--- src/rtl/data_memory_arbiter.sv ---
// Round-robin arbiter sharing the single-port data memory bus between the core LSU (m0)
// and the AES loader (m1), with beat-limited locking and a data-window range check.
module data_memory_arbiter #(
    parameter logic [31:0] DATA_BEGIN     = 32'h0000_2000,
    parameter logic [31:0] DATA_END       = 32'h0000_3FFF,
    parameter int unsigned MAX_LOCK_BEATS = 8
) (
    input  logic        clock,
    input  logic        reset,
    input  logic        m0_req_valid,
    output logic        m0_req_ready,
    input  logic [31:0] m0_addr,
    input  logic [31:0] m0_wdata,
    input  logic [3:0]  m0_byte_en,
    input  logic        m0_we,
    input  logic        m0_lock,
    output logic        m0_rsp_valid,
    output logic [31:0] m0_rsp_rdata,
    output logic        m0_rsp_err,
    input  logic        m1_req_valid,
    output logic        m1_req_ready,
    input  logic [31:0] m1_addr,
    input  logic [31:0] m1_wdata,
    input  logic [3:0]  m1_byte_en,
    input  logic        m1_we,
    input  logic        m1_lock,
    output logic        m1_rsp_valid,
    output logic [31:0] m1_rsp_rdata,
    output logic        m1_rsp_err,
    output logic [31:0] bus_address,
    output logic [31:0] bus_write_data,
    output logic [3:0]  bus_byte_enable,
    output logic        bus_read_enable,
    output logic        bus_write_enable,
    input  logic [31:0] bus_read_data
);

    localparam int unsigned      CNT_W   = $clog2(MAX_LOCK_BEATS + 1);
    localparam logic [CNT_W-1:0] CNT_MAX = CNT_W'(MAX_LOCK_BEATS);
    localparam logic [CNT_W-1:0] CNT_ONE = CNT_W'(1);

    localparam logic [0:0] ST_IDLE   = 1'b0;
    localparam logic [0:0] ST_ACCESS = 1'b1;

    logic [0:0]       state;
    logic             last_grant;
    logic             lock_held;
    logic             lock_owner;
    logic [CNT_W-1:0] lock_cnt;
    logic [CNT_W-1:0] lock_cnt_inc;

    logic             cur_g;
    logic             cur_we;
    logic             cur_in_range;

    logic [31:0]      m0_rdata_q;
    logic [31:0]      m1_rdata_q;
    logic             m0_err_q;
    logic             m1_err_q;

    logic             elig0;
    logic             elig1;
    logic             grant_any;
    logic             g;
    logic [31:0]      sel_addr;
    logic [31:0]      sel_wdata;
    logic [3:0]       sel_be;
    logic             sel_we;
    logic             sel_lock;
    logic             sel_in_range;
    logic             in_access;
    logic [31:0]      rsp_rdata;
    logic             rsp_err;

    always_comb begin
        // While a lock is held only its owner may be granted.
        elig0 = m0_req_valid && (!lock_held || !lock_owner);
        elig1 = m1_req_valid && (!lock_held ||  lock_owner);
        g     = (elig0 && elig1) ? ~last_grant : ~elig0;
        grant_any = !reset && (state == ST_IDLE) && (elig0 || elig1);

        sel_addr  = g ? m1_addr    : m0_addr;
        sel_wdata = g ? m1_wdata   : m0_wdata;
        sel_be    = g ? m1_byte_en : m0_byte_en;
        sel_we    = g ? m1_we      : m0_we;
        sel_lock  = g ? m1_lock    : m0_lock;
        sel_in_range = (sel_addr >= DATA_BEGIN) && (sel_addr <= DATA_END);

        m0_req_ready = grant_any && !g;
        m1_req_ready = grant_any &&  g;

        bus_address      = sel_addr;
        bus_write_data   = sel_wdata;
        bus_byte_enable  = sel_be;
        bus_read_enable  = grant_any && !sel_we;
        bus_write_enable = grant_any && sel_we && sel_in_range;

        // Gating with reset discards a response pending when reset lands in ACCESS.
        in_access = !reset && (state == ST_ACCESS);
        rsp_rdata = (!cur_we && cur_in_range) ? bus_read_data : '0;
        rsp_err   = !cur_in_range;

        m0_rsp_valid = in_access && !cur_g;
        m1_rsp_valid = in_access &&  cur_g;
        m0_rsp_rdata = m0_rsp_valid ? rsp_rdata : m0_rdata_q;
        m1_rsp_rdata = m1_rsp_valid ? rsp_rdata : m1_rdata_q;
        m0_rsp_err   = m0_rsp_valid ? rsp_err   : m0_err_q;
        m1_rsp_err   = m1_rsp_valid ? rsp_err   : m1_err_q;

        lock_cnt_inc = lock_cnt + CNT_ONE;
    end

    always_ff @(posedge clock) begin
        if (reset) begin
            state        <= ST_IDLE;
            last_grant   <= 1'b1;
            lock_held    <= 1'b0;
            lock_owner   <= 1'b0;
            lock_cnt     <= '0;
            cur_g        <= 1'b0;
            cur_we       <= 1'b0;
            cur_in_range <= 1'b0;
            m0_rdata_q   <= '0;
            m1_rdata_q   <= '0;
            m0_err_q     <= 1'b0;
            m1_err_q     <= 1'b0;
        end else begin
            case (state)
                ST_IDLE: begin
                    if (grant_any) begin
                        cur_g        <= g;
                        cur_we       <= sel_we;
                        cur_in_range <= sel_in_range;
                        last_grant   <= g;
                        state        <= ST_ACCESS;
                        // The beat that would reach MAX_LOCK_BEATS releases the lock instead.
                        if (sel_lock && (lock_cnt_inc < CNT_MAX)) begin
                            lock_held  <= 1'b1;
                            lock_owner <= g;
                            lock_cnt   <= lock_cnt_inc;
                        end else begin
                            lock_held  <= 1'b0;
                            lock_owner <= 1'b0;
                            lock_cnt   <= '0;
                        end
                    end
                end
                default: begin
                    state <= ST_IDLE;
                    if (m0_rsp_valid) begin
                        m0_rdata_q <= rsp_rdata;
                        m0_err_q   <= rsp_err;
                    end
                    if (m1_rsp_valid) begin
                        m1_rdata_q <= rsp_rdata;
                        m1_err_q   <= rsp_err;
                    end
                end
            endcase
        end
    end

endmodule

--- config.mk ---
export PLATFORM = sky130hd
export DESIGN_NAME = data_memory_arbiter
export DESIGN_NICKNAME = d
export VERILOG_FILES = /design/src/rtl/data_memory_arbiter.sv
export SDC_FILE = /design/constraint.sdc
export NUM_CORES = 1
export LEC_CHECK = 0
export BUFFER_PORTS_ARGS = -buffer_cell sky130_fd_sc_hd__buf_2
export CAP_MARGIN = 20
export CORE_AREA = 2 2 123 125
export CTS_CLUSTER_SIZE = 30
export DETAILED_ROUTE_END_ITERATION = 10
export DIE_AREA = 0 0 125 127
export GPL_TIMING_DRIVEN = 0
export SLEW_MARGIN = 20
export SYNTH_ARGS = -nofsm -noshare
export SYNTH_HDL_FRONTEND = slang
export SYNTH_SLANG_ARGS = --single-unit
--- constraint.sdc ---
create_clock -name clock -period 2.3 [get_ports clock]
set_input_delay 0.46 -clock clock [delete_from_list [all_inputs] [get_ports clock]]
set_output_delay 0.46 -clock clock [all_outputs]
set_load 0.01 [all_outputs]
# ---- Yosys cells after proc, flatten, opt, wreduce, memory -nomap -nowiden
# Index checks and enable logic that the tools add are counted.
dict set report totals {
  regBits 77
  input_bits 176
  out_inout_bits 140
}
dict set report classes {
  addsub 1
  magnitude_cmp 3
  mux 15
  bitwise 3
  reduce_logical 29
}
# op n
set op_table {}
lappend op_table {{$mux W32} 5}
lappend op_table {{$ge A32 B14 Y1 const B} 1}
lappend op_table {{$le A32 B14 Y1 const B} 1}
lappend op_table {{$logic_and A1 B1 Y1} 16}
lappend op_table {{$logic_not A1 Y1} 8}
lappend op_table {{$mux W1} 8}
lappend op_table {{$mux W4} 2}
lappend op_table {{$add A4 B1 Y4 const B} 1}
lappend op_table {{$lt A4 B4 Y1 const B} 1}
lappend op_table {{$logic_or A1 B1 Y1} 3}
lappend op_table {{$not A1 Y1} 3}
lappend op_table {{$reduce_and A2 Y1} 1}
lappend op_table {{$reduce_or A2 Y1} 1}

# ---- Logic depth before layout (Yosys ltp)
# Gate-level depths: netlist of the first run.
dict set report depth {
  ltp_word 9
  depth_mapped 9
}

# ---- Worst setup path after synthesis of the first run
# OpenSTA, ideal clock, no wires.
dict set report synth_path {
  path_type {input port to output port}
  from {in m1_req_valid}
  to {out bus_address[10]}
  t_arrival_ns 1.556
  required_time_ns 1.840
  path_slack_ns 0.284
  path_stages 4
  path_buffers 1
  cell_sequence {or3b_4 nand3_2 buf_4 mux2_2}
}
dict set report synth_via {
  elab_chain_len 4
}
# item line
set synth_lines {}
lappend synth_lines {{start: declaration} 20} ;# input logic m1_req_valid,
lappend synth_lines {{$logic_and A1 B1 Y1} 78} ;# elig1 = m1_req_valid && (!lock_held || lock_owner);
lappend synth_lines {{$logic_and A1 B1 Y1} 79} ;# g = (elig0 && elig1) ? ~last_grant : ~elig0;
lappend synth_lines {{$mux W1} 79}
lappend synth_lines {{$mux W32} 82} ;# sel_addr = g ? m1_addr : m0_addr;
lappend synth_lines {{end: declaration} 30} ;# output logic [31:0] bus_address,
# Every way passes these cells.

# ---- Worst setup path in the final report of the first run
dict set report layout_path {
  from {reg lock_held}
  to {out bus_write_data[2]}
}
dict set report layout_via {
  elab_chain_len 6
  word_cells_on_any_way 9
  classes_between {2 x mux; 1 x bitwise; 6 x reduce/logical}
}
# item line
set layout_lines {}
lappend layout_lines {{start: declaration} 47} ;# logic lock_held;
lappend layout_lines {{start signal: assignment} 117} ;# lock_held <= 1'b0;
lappend layout_lines {{start signal: assignment} 138} ;# lock_held <= 1'b1;
lappend layout_lines {{start signal: assignment} 142} ;# lock_held <= 1'b0;
lappend layout_lines {{$logic_not A1 Y1 *} {77, 78}}
lappend layout_lines {{$logic_or A1 B1 Y1, on equally long branches} {77, 78}}
lappend layout_lines {{$logic_and A1 B1 Y1, on equally long branches} {77, 78}}
lappend layout_lines {{$logic_and A1 B1 Y1 / $not A1 Y1 (equally long branches)} 79}
lappend layout_lines {{$mux W1 *} 79}
lappend layout_lines {{$mux W32 *} 83} ;# sel_wdata = g ? m1_wdata : m0_wdata;
lappend layout_lines {{end: declaration} 31} ;# output logic [31:0] bus_write_data,
# Mark *: on every way between the ends. The rest lies on a longest branch, timed or not.

==> results list, run 1 <==
- Status: finished, violations left
- Violated checks: setup timing
* Final Hold Fails: 0
- Final-report max-slew violation count: 0
* Syn_nets: 653
- Ranked by total cell area, the synthesized netlist is headed by dfxtp_1, mux2_2, and2_1, nand2_1, o21ai_0.
- Data on the critical path is required at its endpoint by 1.84 ns.
* Routability congestion estimate from global placement: around 0.86
- For this block, the initial DRC count from the detailed router was 245.
- Global routing finished with a remaining overflow of 0.
- Pint: between 2 and 3 mW
- Maximum root-to-sink buffer count: 2
* Slew at the pin closest to its max-slew limit: 0.485 ns
- Share of async-settable or async-resettable flops after synthesis: 0
* Detailed Route WL: 19100 um
- Xor-xnor portion of the synthesized cell area: 0.00219
- The cell count after synthesis came out at 476.
- The number of antenna violations at the first check in global routing came to 7.
- The library cells used most frequently in the layout, excluding fill and tap cells, are buf_2, nand2_1, dfxtp_1.
* Largest area contributor in the netlist: dfxtp_1
- Router iterations before antenna repair: 4
* Total core area: 14400 um^2
- The H-tree was split into 3 levels.
- After synthesis, the largest family of logic cells by area is simple AND/OR/NAND/NOR gates.
* Die Ht: about 130 um
- Critical path class: flip-flop to output port
* Area of the multi-input gates: around 2600 um^2
- Dividing total power by cell area gives a power density of 553 nW/um^2.
* Sequential fraction of design power: 0.343
- The share of the Yosys chip area taken by registers is 0.385.
- The via count of the first global-routing pass was 4535.
- The analysis attributes to net switching a power of about 1000 uW.
- The net count of the finished layout is 995.
* Worst-Skew Late Latency: 0.33 ns
- STA classifies the critical path startpoint as a flip-flop.
* Max frequency: 404 MHz
- Vias: roughly 4800
- CTS tree: built
- Synthesis-stage register bit count: 77
- Of the total power, the share spent switching nets is 0.245.
- Fraction of the mapped netlist area in adder cells: 0.00312
* Routed WL per cell: between 15 and 20 um
- The mapped netlist covers 4010 um^2.
- Simple-gate portion of the synthesized area: 0.256
- Layout cells sized above 1: 0.560
* Minimum clock period: 2.48 ns
- Residual DRC count: 0
- Clock network power share: 0.402
- Final Total Pwr: 3.97 mW
* Synth Area in Compound Gates: 0.111
* Main synth FF type: dfxtp_1
* Minimum setup slack in the final design: -0.178 ns
* Share of the clock period used by the worst path after layout: 1.08
- Clock-pin slew was measured on the worst setup and hold paths at 0.06 ns.
- Final setup violation count: 71
- Average via count per standard cell: 4.70
- The Yosys step of the flow raised 0 warnings.
- Root Driver: clkbuf_16
* Worst IR drop on VDD: 319 uV
- DP Wirelength: approximately 15000 um
- In the global route stage, overall resource usage came out at 0.220.
* Post-synth EDFFs: 0
- The initial utilization of the core area, before any placement, comes to 0.278.
- The die covers between 15000 and 20000 um^2.
- Data arrives at the worst endpoint at a little over 2 ns.
* Static leakage power: 3.56 nW
* Setup repair after global routing missed its margin: yes
- Combinational share of power: 0.255
- Synth cell types: 37
* Number of buffers added by the clock tree synthesis step: 9
* Max cap viols: 0
* Number of I/O port buffers: 314
* Signed area change from the synthesized netlist to the final layout: 79.4%
- The library cell used most frequently in the layout, excluding fill and tap cells, is buf_2.
- Class of the most critical hold timing path: primary input to flip-flop
* Clock tree sinks: 77
* Worst max-slew margin expressed relative to the limit: 0.676
* Remaining antenna violation count: 0
* Proportion of synthesized area in mux cells: 0.194
- After filler insertion, the fill cell instance count of the layout stands at between 1000 and 1500.
- Share of the synthesized area in the top cell type: 0.385
* Critical-path maximum fanout: 5
- Type of element capturing the critical path: output port
- Across the whole layout, storage elements account for 1550 um^2.
* Maximum number of pins on one net before global-route repair: 13
- Util after Layout: 0.498
- The initialized floorplan defines 44 standard-cell rows.
* First-pass GRT wire length: 26800 um
- Averaged over all synthesized cells, the footprint is 8.41 um^2.
- Between clock sinks in the finished design, the worst skew comes to 0.00517 ns.
* Number of primary I/O pins: 316
- From left edge to right edge, the die measures 125 um.
[layer usage]
metal  part of all wire  track usage  vias to the layer above
met5                  0            0                        -
met4              0.026       0.0889                        0
met3              0.095       0.0708                       33
met2               0.47        0.366                      216
met1               0.40        0.264                     2208
li1                   -            -                     2316
[registers in the layout, indices dropped and copies added, names as in the netlist]
| name | cells |
|---|---|
| cur_g | 1 |
| cur_in_range | 1 |
| cur_we | 1 |
| last_grant | 1 |
| lock_cnt | 4 |
| lock_held | 1 |
| lock_owner | 1 |
| m0_err_q | 1 |
| m0_rdata_q | 32 |
| m1_err_q | 1 |
| m1_rdata_q | 32 |
| state | 1 |
[critical path: stages (launching register included)]
cell,delay [ns]
dfxtp_4,0.36
or3b_4,0.45
nand3_4,0.12
buf_4,0.13
buf_8,0.11
mux2_2,0.35
buf_4,0.16
[cell families after synthesis]
logic type / count (synthesis)
and+or+nand+nor: 207
AOI/OAI and AO/OA: 80
muxes: 69
xor gates and xnor gates: 1
adders and majority gates: 1
buffers and inverters: 41
DFF: 77
[power groups by stage]
stage	Combinational, mW	Sequential [mW]	Clock [mW]
final	1.01	1.36	1.60
after global routing	1.07	1.36	1.68
after CTS	0.782	1.36	1.63
after detailed placement	0.679	1.39	0
after global placement	0.679	1.39	0
after floorplan	0.326	1.38	0
[layout make-up]
class | instances | area share
buffer | 35 | 0.0407
antenna | 8 | 0.00279
tap | 184 | 0.0320
clock buffer | 13 | 0.0390
sequential | 77 | 0.215
timing repair buffer | 330 | 0.302
inverter | 6 | 0.00313
multi-input combinational | 359 | 0.356
clock inverter | 3 | 0.00905
[worst paths after layout]
path	depth (start not counted)	start	end	slack [ns]
hold / removal	2	reset	cur_in_range	0.44
setup / recovery	6	lock_held	bus_write_data[2]	-0.18
setup reg to reg	6	lock_held	lock_cnt[2]	0.52
hold reg to reg	1	cur_we	cur_we	0.46
[metrics by stage]
| step | cells | setup WS (ns) | hold WS (ns) | setup TNS [ns] | instance area [um^2] |
|---|---|---|---|---|---|
| CTS | 999 | -0.177 | 0.409 | -9.00 | 6480 |
| floorplan | 476 | 0.284 | 0.427 | 0 | 4010 |
| global placement | 974 | -0.179 | 0.440 | -7.13 | 5810 |
| detailed placement | 974 | -0.186 | 0.446 | -7.67 | 5810 |
| finish | 1015 | -0.178 | 0.439 | -9.23 | 7190 |
| global route | 1014 | -0.223 | 0.452 | -12.25 | 7180 |
[cell usage after synthesis (2+ instances only)]
cell type	number
a21oi_1	3
and2_1	68
buf_2	13
buf_4	8
clkbuf_1	13
dfxtp_1	77
inv_1	5
mux2_2	68
nand2_1	104
nand3_1	4
nand3b_1	2
nand4_1	3
nor2_1	7
nor3_1	3
nor4_1	8
o21ai_0	69
[timing repair]
item	4_1_cts	5_1_grt
gates cloned	4	2
endpoints found under the setup margin	133	131
buffers inserted	5	6
resized for setup	52	186
endpoints found under the hold margin	0	0
hold buffers	0	0
pin swaps	2	3
No activity file was read; power rests on OpenSTA's default activity.
==> inputs of run 2 (changes only) <==
==> constraint.sdc (replaced) <==
create_clock -name clock -period 2.3 [get_ports clock]
set_input_delay 0.115 -clock clock [delete_from_list [all_inputs] [get_ports clock]]
set_output_delay 0.115 -clock clock [all_outputs]
set_load 0.01 [all_outputs]
==> results list, run 2 (synthesis results as in run 1) <==
- Status: complete, no violations
- From left edge to right edge, the die measures 125 um.
- Clock latency on the worst-skew pair, taken at its later pin, is 0.34 ns.
* Largest regs: m0_rdata_q x32, m1_rdata_q x32, lock_cnt x4
- For this block, the via count after detailed routing is 4576.
- The worst setup path is captured at an output port.
- Final-report max-slew violation count: 0
* Worst max-slew margin expressed relative to the limit: 0.620
- CTS tree: built
- Number of buffers added by the clock tree synthesis step: 9
- Effective utilization at floorplan: 0.278
- At the end of the flow, the number of nets in the layout was 978.
* Worst Min Path Start: reset
- Initial antenna violation count: 4
- Initial DRC Count: between 200 and 250
- The worst setup path is launched from a flip-flop.
- Setup repair after global routing left no endpoint under its margin.
- In the final layout, the share of cells above drive strength 1 is 0.527.
* Required time reported for the critical path endpoint: 2.18 ns
- The floorplan step defined a core boundary enclosing 14400 um^2.
- After detailed routing, the number of remaining DRC violations is 0.
- Critical path launch point: lock_held
* Post-route setup TNS: 0 ns
* Depth of the CTS H-tree: 3
- The die is 127 um tall.
- Reg clk slew, reported paths: 0.06 ns
* Minimum clock period: 2.18 ns
* Class of the most critical hold timing path: primary input to flip-flop
- From synthesis to final layout, the design area changed by 54.1%.
* Clock tree sinks: 77
* Clock Skew: roughly 0.0055 ns
- Leaving out fill and tap cells, the most frequent cell in the layout is buf_2.
* Maximum number of pins on one net before global-route repair: 13
* Floorplan die area: 15900 um^2
- Final setup violation count: 0
- Average via count per standard cell: 4.60
- Cell Rows: between 40 and 50
* Static leakage power: 3.00 nW
- Detailed placement finished with a half-perimeter wire length of between 10000 and 15000 um.
- Share of the clock period used by the worst path after layout: 0.947
* Worst flop-to-flop path startpoint: cur_in_range
- At the pin with the least slew margin, the transition time is between 0.5 and 0.6 ns.
* Detailed Route WL: 17600 um
- The worst setup path is of the flip-flop to output port kind.
* Critical-path maximum fanout: 10
- For this run, the detailed router's first-pass iteration total came to 5.
- First-pass GRT wire length: roughly 26000 um
- Max cap viols: 0
- The detail route stage leaves a number of antenna-violating nets equal to 0.
- Filler Cells Inserted: 1575
- Leftover overflow at the end of global routing: 0
- Post-CTS Setup Inserts: 0
* Power density cells: 589 nW/um^2
- Global-route usage over all layers: 0.214
- The tightest hold path in the finished design has a slack of around 0.067 ns.
- Number of I/O port buffers: 314
- The number of endpoints with negative hold slack in the final report is 0.
- Routability congestion estimate from global placement: 0.861
* Top library cells by usage in the layout, fill and taps aside: buf_2, nand2_1, dfxtp_1
- Routed WL per cell: 17.7 um
- Static timing analysis puts the maximum clock frequency at 459 MHz.
- Critical path data arrival time: 2.06 ns
- Via count of the first global-routing pass: 4436
* Maximum root-to-sink buffer count: 2
* Number of primary I/O pins: 316
- Worst IR drop on VDD: 308 uV
* Root Driver: clkbuf_16
## run 2: cell count changes in the layout (fill, tap and decap cells not counted), sizes merged
cell    delta
buf       -10
clkbuf     -6
diode      -3
nand3      -1
## run 2: final timing paths
kind / end / slack (ns) / cells after the start
max: bus_byte_enable[3] / 0.12 / 5
min reg2reg: cur_we / 0.46 / 1
max reg2reg: m1_rdata_q[30] / 0.61 / 6
min: cur_in_range / 0.07 / 2
## run 2: what timing repair did
action | CTS | global route
endpoints found under the setup margin | 1 | 0
hold endpoints to repair | 0 | 0
hold buffers | 0 | 0
resized for setup | 1 | 0
## run 2: per-layer routing
layer	GRT usage	vias to the layer above	wire length [um]
met4	0.0804	0	432
met2	0.360	201	8390
met1	0.251	2072	7180
li1	-	2275	-
met3	0.0758	28	1650
met5	0	-	0
## run 2: metrics by stage
step                setup slack [ns]  cells   util  total power [mW]  instance area [um^2]
floorplan                      0.749    476      -              1.71                  4010
global placement               0.370    974  0.403              2.07                  5810
detailed placement             0.367    974  0.403              2.07                  5810
CTS                           0.0760    990  0.427              3.68                  6160
global route                 0.00941    994  0.428              3.78                  6170
finish                         0.122    995  0.428              3.64                  6170
## run 2: critical path, stage by stage, from the launching register on
cell and delay [ns]:
dfxtp_1 0.34, or3b_4 0.44, nand3_4 0.18, buf_4 0.24
mux2_2 0.38, buf_2 0.15
## run 2: final cells by class
type	count	area, um^2	share of cell area
repair buffers	314	1570	0.255
flip-flops and latches	77	1540	0.250
diodes	5	12.5	0.00203
inverters	6	22.5	0.00365
clock inverters	3	65.1	0.0105
clock buffers	13	280	0.0454
multi-input cells	358	2270	0.368
plain buffers	35	178	0.0288
well taps	184	230	0.0373
## run 2: power breakdown
| part | internal (mW) | total [mW] | switching, mW |
|---|---|---|---|
| sequential | 1.35 | 1.36 | 0.00995 |
| clock | 1.07 | 1.60 | 0.533 |
| combinational | 0.336 | 0.678 | 0.342 |
==> inputs of run 3 (changes only) <==
--- a/config.mk
+++ b/config.mk
@@ -7,10 +7,11 @@
 export LEC_CHECK = 0
 export BUFFER_PORTS_ARGS = -buffer_cell sky130_fd_sc_hd__buf_2
 export CAP_MARGIN = 20
-export CORE_AREA = 2 2 123 125
+export CORE_AREA = 2 2 122 124
+export CTS_BUF_LIST = sky130_fd_sc_hd__clkbuf_4 sky130_fd_sc_hd__clkbuf_8
 export CTS_CLUSTER_SIZE = 30
 export DETAILED_ROUTE_END_ITERATION = 10
-export DIE_AREA = 0 0 125 127
+export DIE_AREA = 0 0 124 126
 export GPL_TIMING_DRIVEN = 0
 export SLEW_MARGIN = 20
 export SYNTH_ARGS = -nofsm -noshare
==> results list, run 3 (synthesis results as in run 1) <==
* Minimum clock period: 2.21 ns
- Sequential fraction of design power: 0.460
* Detailed Route WL: 16500 um
- Net switching power: 818 uW
- Maximum root-to-sink buffer count: 2
- Die Ht: around 130 um
- The path class of the tightest hold or removal check is primary input to flip-flop.
- Setup violations remaining at the end of the flow were counted as 0.
- Minimum setup slack in the final design: 0.0921 ns
- For this run the aggregate overflow at the end of global routing stands at 0.
- For this design, the slowest cell found on the critical path is or3b_4.
- By startpoint and endpoint, the worst setup path is classified as flip-flop to output port.
- Clock skew on the completed layout was measured at between 0.003 and 0.004 ns.
* Global-route usage over all layers: 0.202
- Detailed placement finished with a half-perimeter wire length of approximately 14000 um.
* Instance area at placement: between 5000 and 6000 um^2
* Remaining antenna violation count: 0
- The count of final max-slew check failures is 0.
* Cell breakdown of the critical path: or3b_4, nand3_4, buf_4, mux2_2, buf_2
* Critical path data arrival time: ~2.1 ns
* Top library cells by usage in the layout, fill and taps aside: buf_2, nand2_1, dfxtp_1
* Setup repair after global routing missed its margin: no
- Maximum number of pins on one net before global-route repair: 12
* Routed WL per cell: 16.7 um
- Timing analysis after detailed placement gives a worst setup slack of 0.308 ns.
- Max frequency: 453 MHz
- Floorplan die area: 15600 um^2
- The finished cells cover 6000 um^2.
- In this run the standard cell core region covers about 14000 um^2.
* Number of I/O port buffers: around 310
- Headroom to the max-slew limit came out at 0.646.
- The via count of the first global-routing pass came to 4444.
- Across the VDD grid, the largest voltage drop is around 190 uV.
* Critical Path Start Type: flip-flop
* Post-route setup TNS: 0 ns
* Initial antenna violation count: 1
- Relative to the synthesized area, the layout overhead comes to 49.8%.
* Number of buffers added by the clock tree synthesis step: 9
* Power density cells: between 400 and 500 nW/um^2
- Net total in the final layout: about 980
- Final Hold Fails: 0
* Effective utilization at floorplan: 0.280
- The largest registers in the layout are m0_rdata_q x32, m1_rdata_q x32, lock_cnt x4.
* Router iterations before antenna repair: 5
- The floorplan step set the die width to approximately 120 um.
- First-pass GRT wire length: 23900 um
* Average via count per standard cell: about 4.5
- Fraction of power spent switching nets: 0.277
* Slew at the pin closest to its max-slew limit: 0.532 ns
* Combinational share of power: 0.229
- Of the available clock period, the critical path in the final layout requires 0.960.
* Cell Rows: 44
- Of the total power, the clock network draws 0.311.
* Residual DRC count: 0
* Pint: 2.13 mW
- Number of primary I/O pins: 316
* Max cap viols: 0
* Depth of the CTS H-tree: 3
- Along the worst path, the maximum fanout reaches 10.
- Hold is met by ~0.066 ns.
- The analysis attributes to cell leakage a power of 2.92 nW.
- The library cell used most frequently in the layout, excluding fill and tap cells, is buf_2.
- Worst-Skew Late Latency: roughly 0.35 ns
- After clock tree synthesis, the clock-pin slew on the worst setup and hold paths is 0.07 ns.
- Routability-driven placement finished with a final weighted congestion of 0.852.
- Of the cells placed in the final design, the portion with a size suffix greater than 1 is 0.529.
- The detailed router placed 4486 vias in this run.
* Root Driver: clkbuf_8
- On the worst path, the slowest cell contributes a delay of 0.44 ns.
* Required time reported for the critical path endpoint: roughly 2.2 ns
- The worst setup path is captured at an output port.
- The run finished with clean final reports.
- For this block, the initial DRC count from the detailed router was between 200 and 250.
- Clock tree sinks: 77
* CTS tree: built
* Post-CTS Setup Inserts: 0
-- run 3: changes by cell type in the layout (fill, tap and decap cells not counted), sizes merged --
cell / before / now
clkbuf: 26 / 27
bufinv: 2 / 0
clkinv: 1 / 2
diode: 5 / 2
buf: 336 / 335
-- run 3: metal layers --
layer,routed length (um),vias up,track usage
met5,0,-,0
li1,-,2253,-
met4,313,0,0.0588
met1,6580,2032,0.224
met3,1250,23,0.0575
met2,8370,178,0.369
-- run 3: path summary, 6_finish.rpt --
| check | start | endpoint | slack (ns) | cells past startpoint |
|---|---|---|---|---|
| hold reg to reg | cur_we | cur_we | 0.47 | 1 |
| hold / removal | reset | cur_in_range | 0.07 | 2 |
| setup / recovery | lock_held | bus_write_data[31] | 0.09 | 5 |
| setup reg to reg | lock_held | cur_we | 0.62 | 5 |
-- run 3: final cells by class --
type	instances	area, um^2
well taps	184	230
plain buffers	35	185
clock inverters	2	10.0
repair buffers	314	1570
flip-flops and latches	77	1540
inverters	6	22.5
fillers	1532	8310
clock buffers	13	160
multi-input cells	358	2270
diodes	2	5.00
-- run 3: stage by stage --
step,util,power [mW],std cells
global route,0.419,3.10,990
detailed placement,0.406,2.07,974
CTS,0.418,2.99,989
global placement,0.406,2.06,974
finish,0.419,2.95,991
floorplan,-,1.71,476
-- run 3: power by group through the flow --
stage	combinational, mW	sequential (mW)	clock [mW]
after floorplan	0.326	1.38	0
after global placement	0.677	1.39	0
after detailed placement	0.678	1.39	0
after CTS	0.685	1.36	0.949
after global routing	0.729	1.36	1.01
final	0.676	1.36	0.919
-- run 3: timing repair --
item | 4_1_cts | 5_1_grt
hold buffers | 0 | 0
cloned | 0 | 0
endpoints found under the setup margin | 12 | 18
resized for setup | 2 | 4
-- run 3: critical path, delay by kind of cell (launching register included) --
family                 cells  cell delay [ns]
DFF                        1             0.35
muxes                      1             0.36
and+or+nand+nor            2             0.63
buffers and inverters      2             0.40
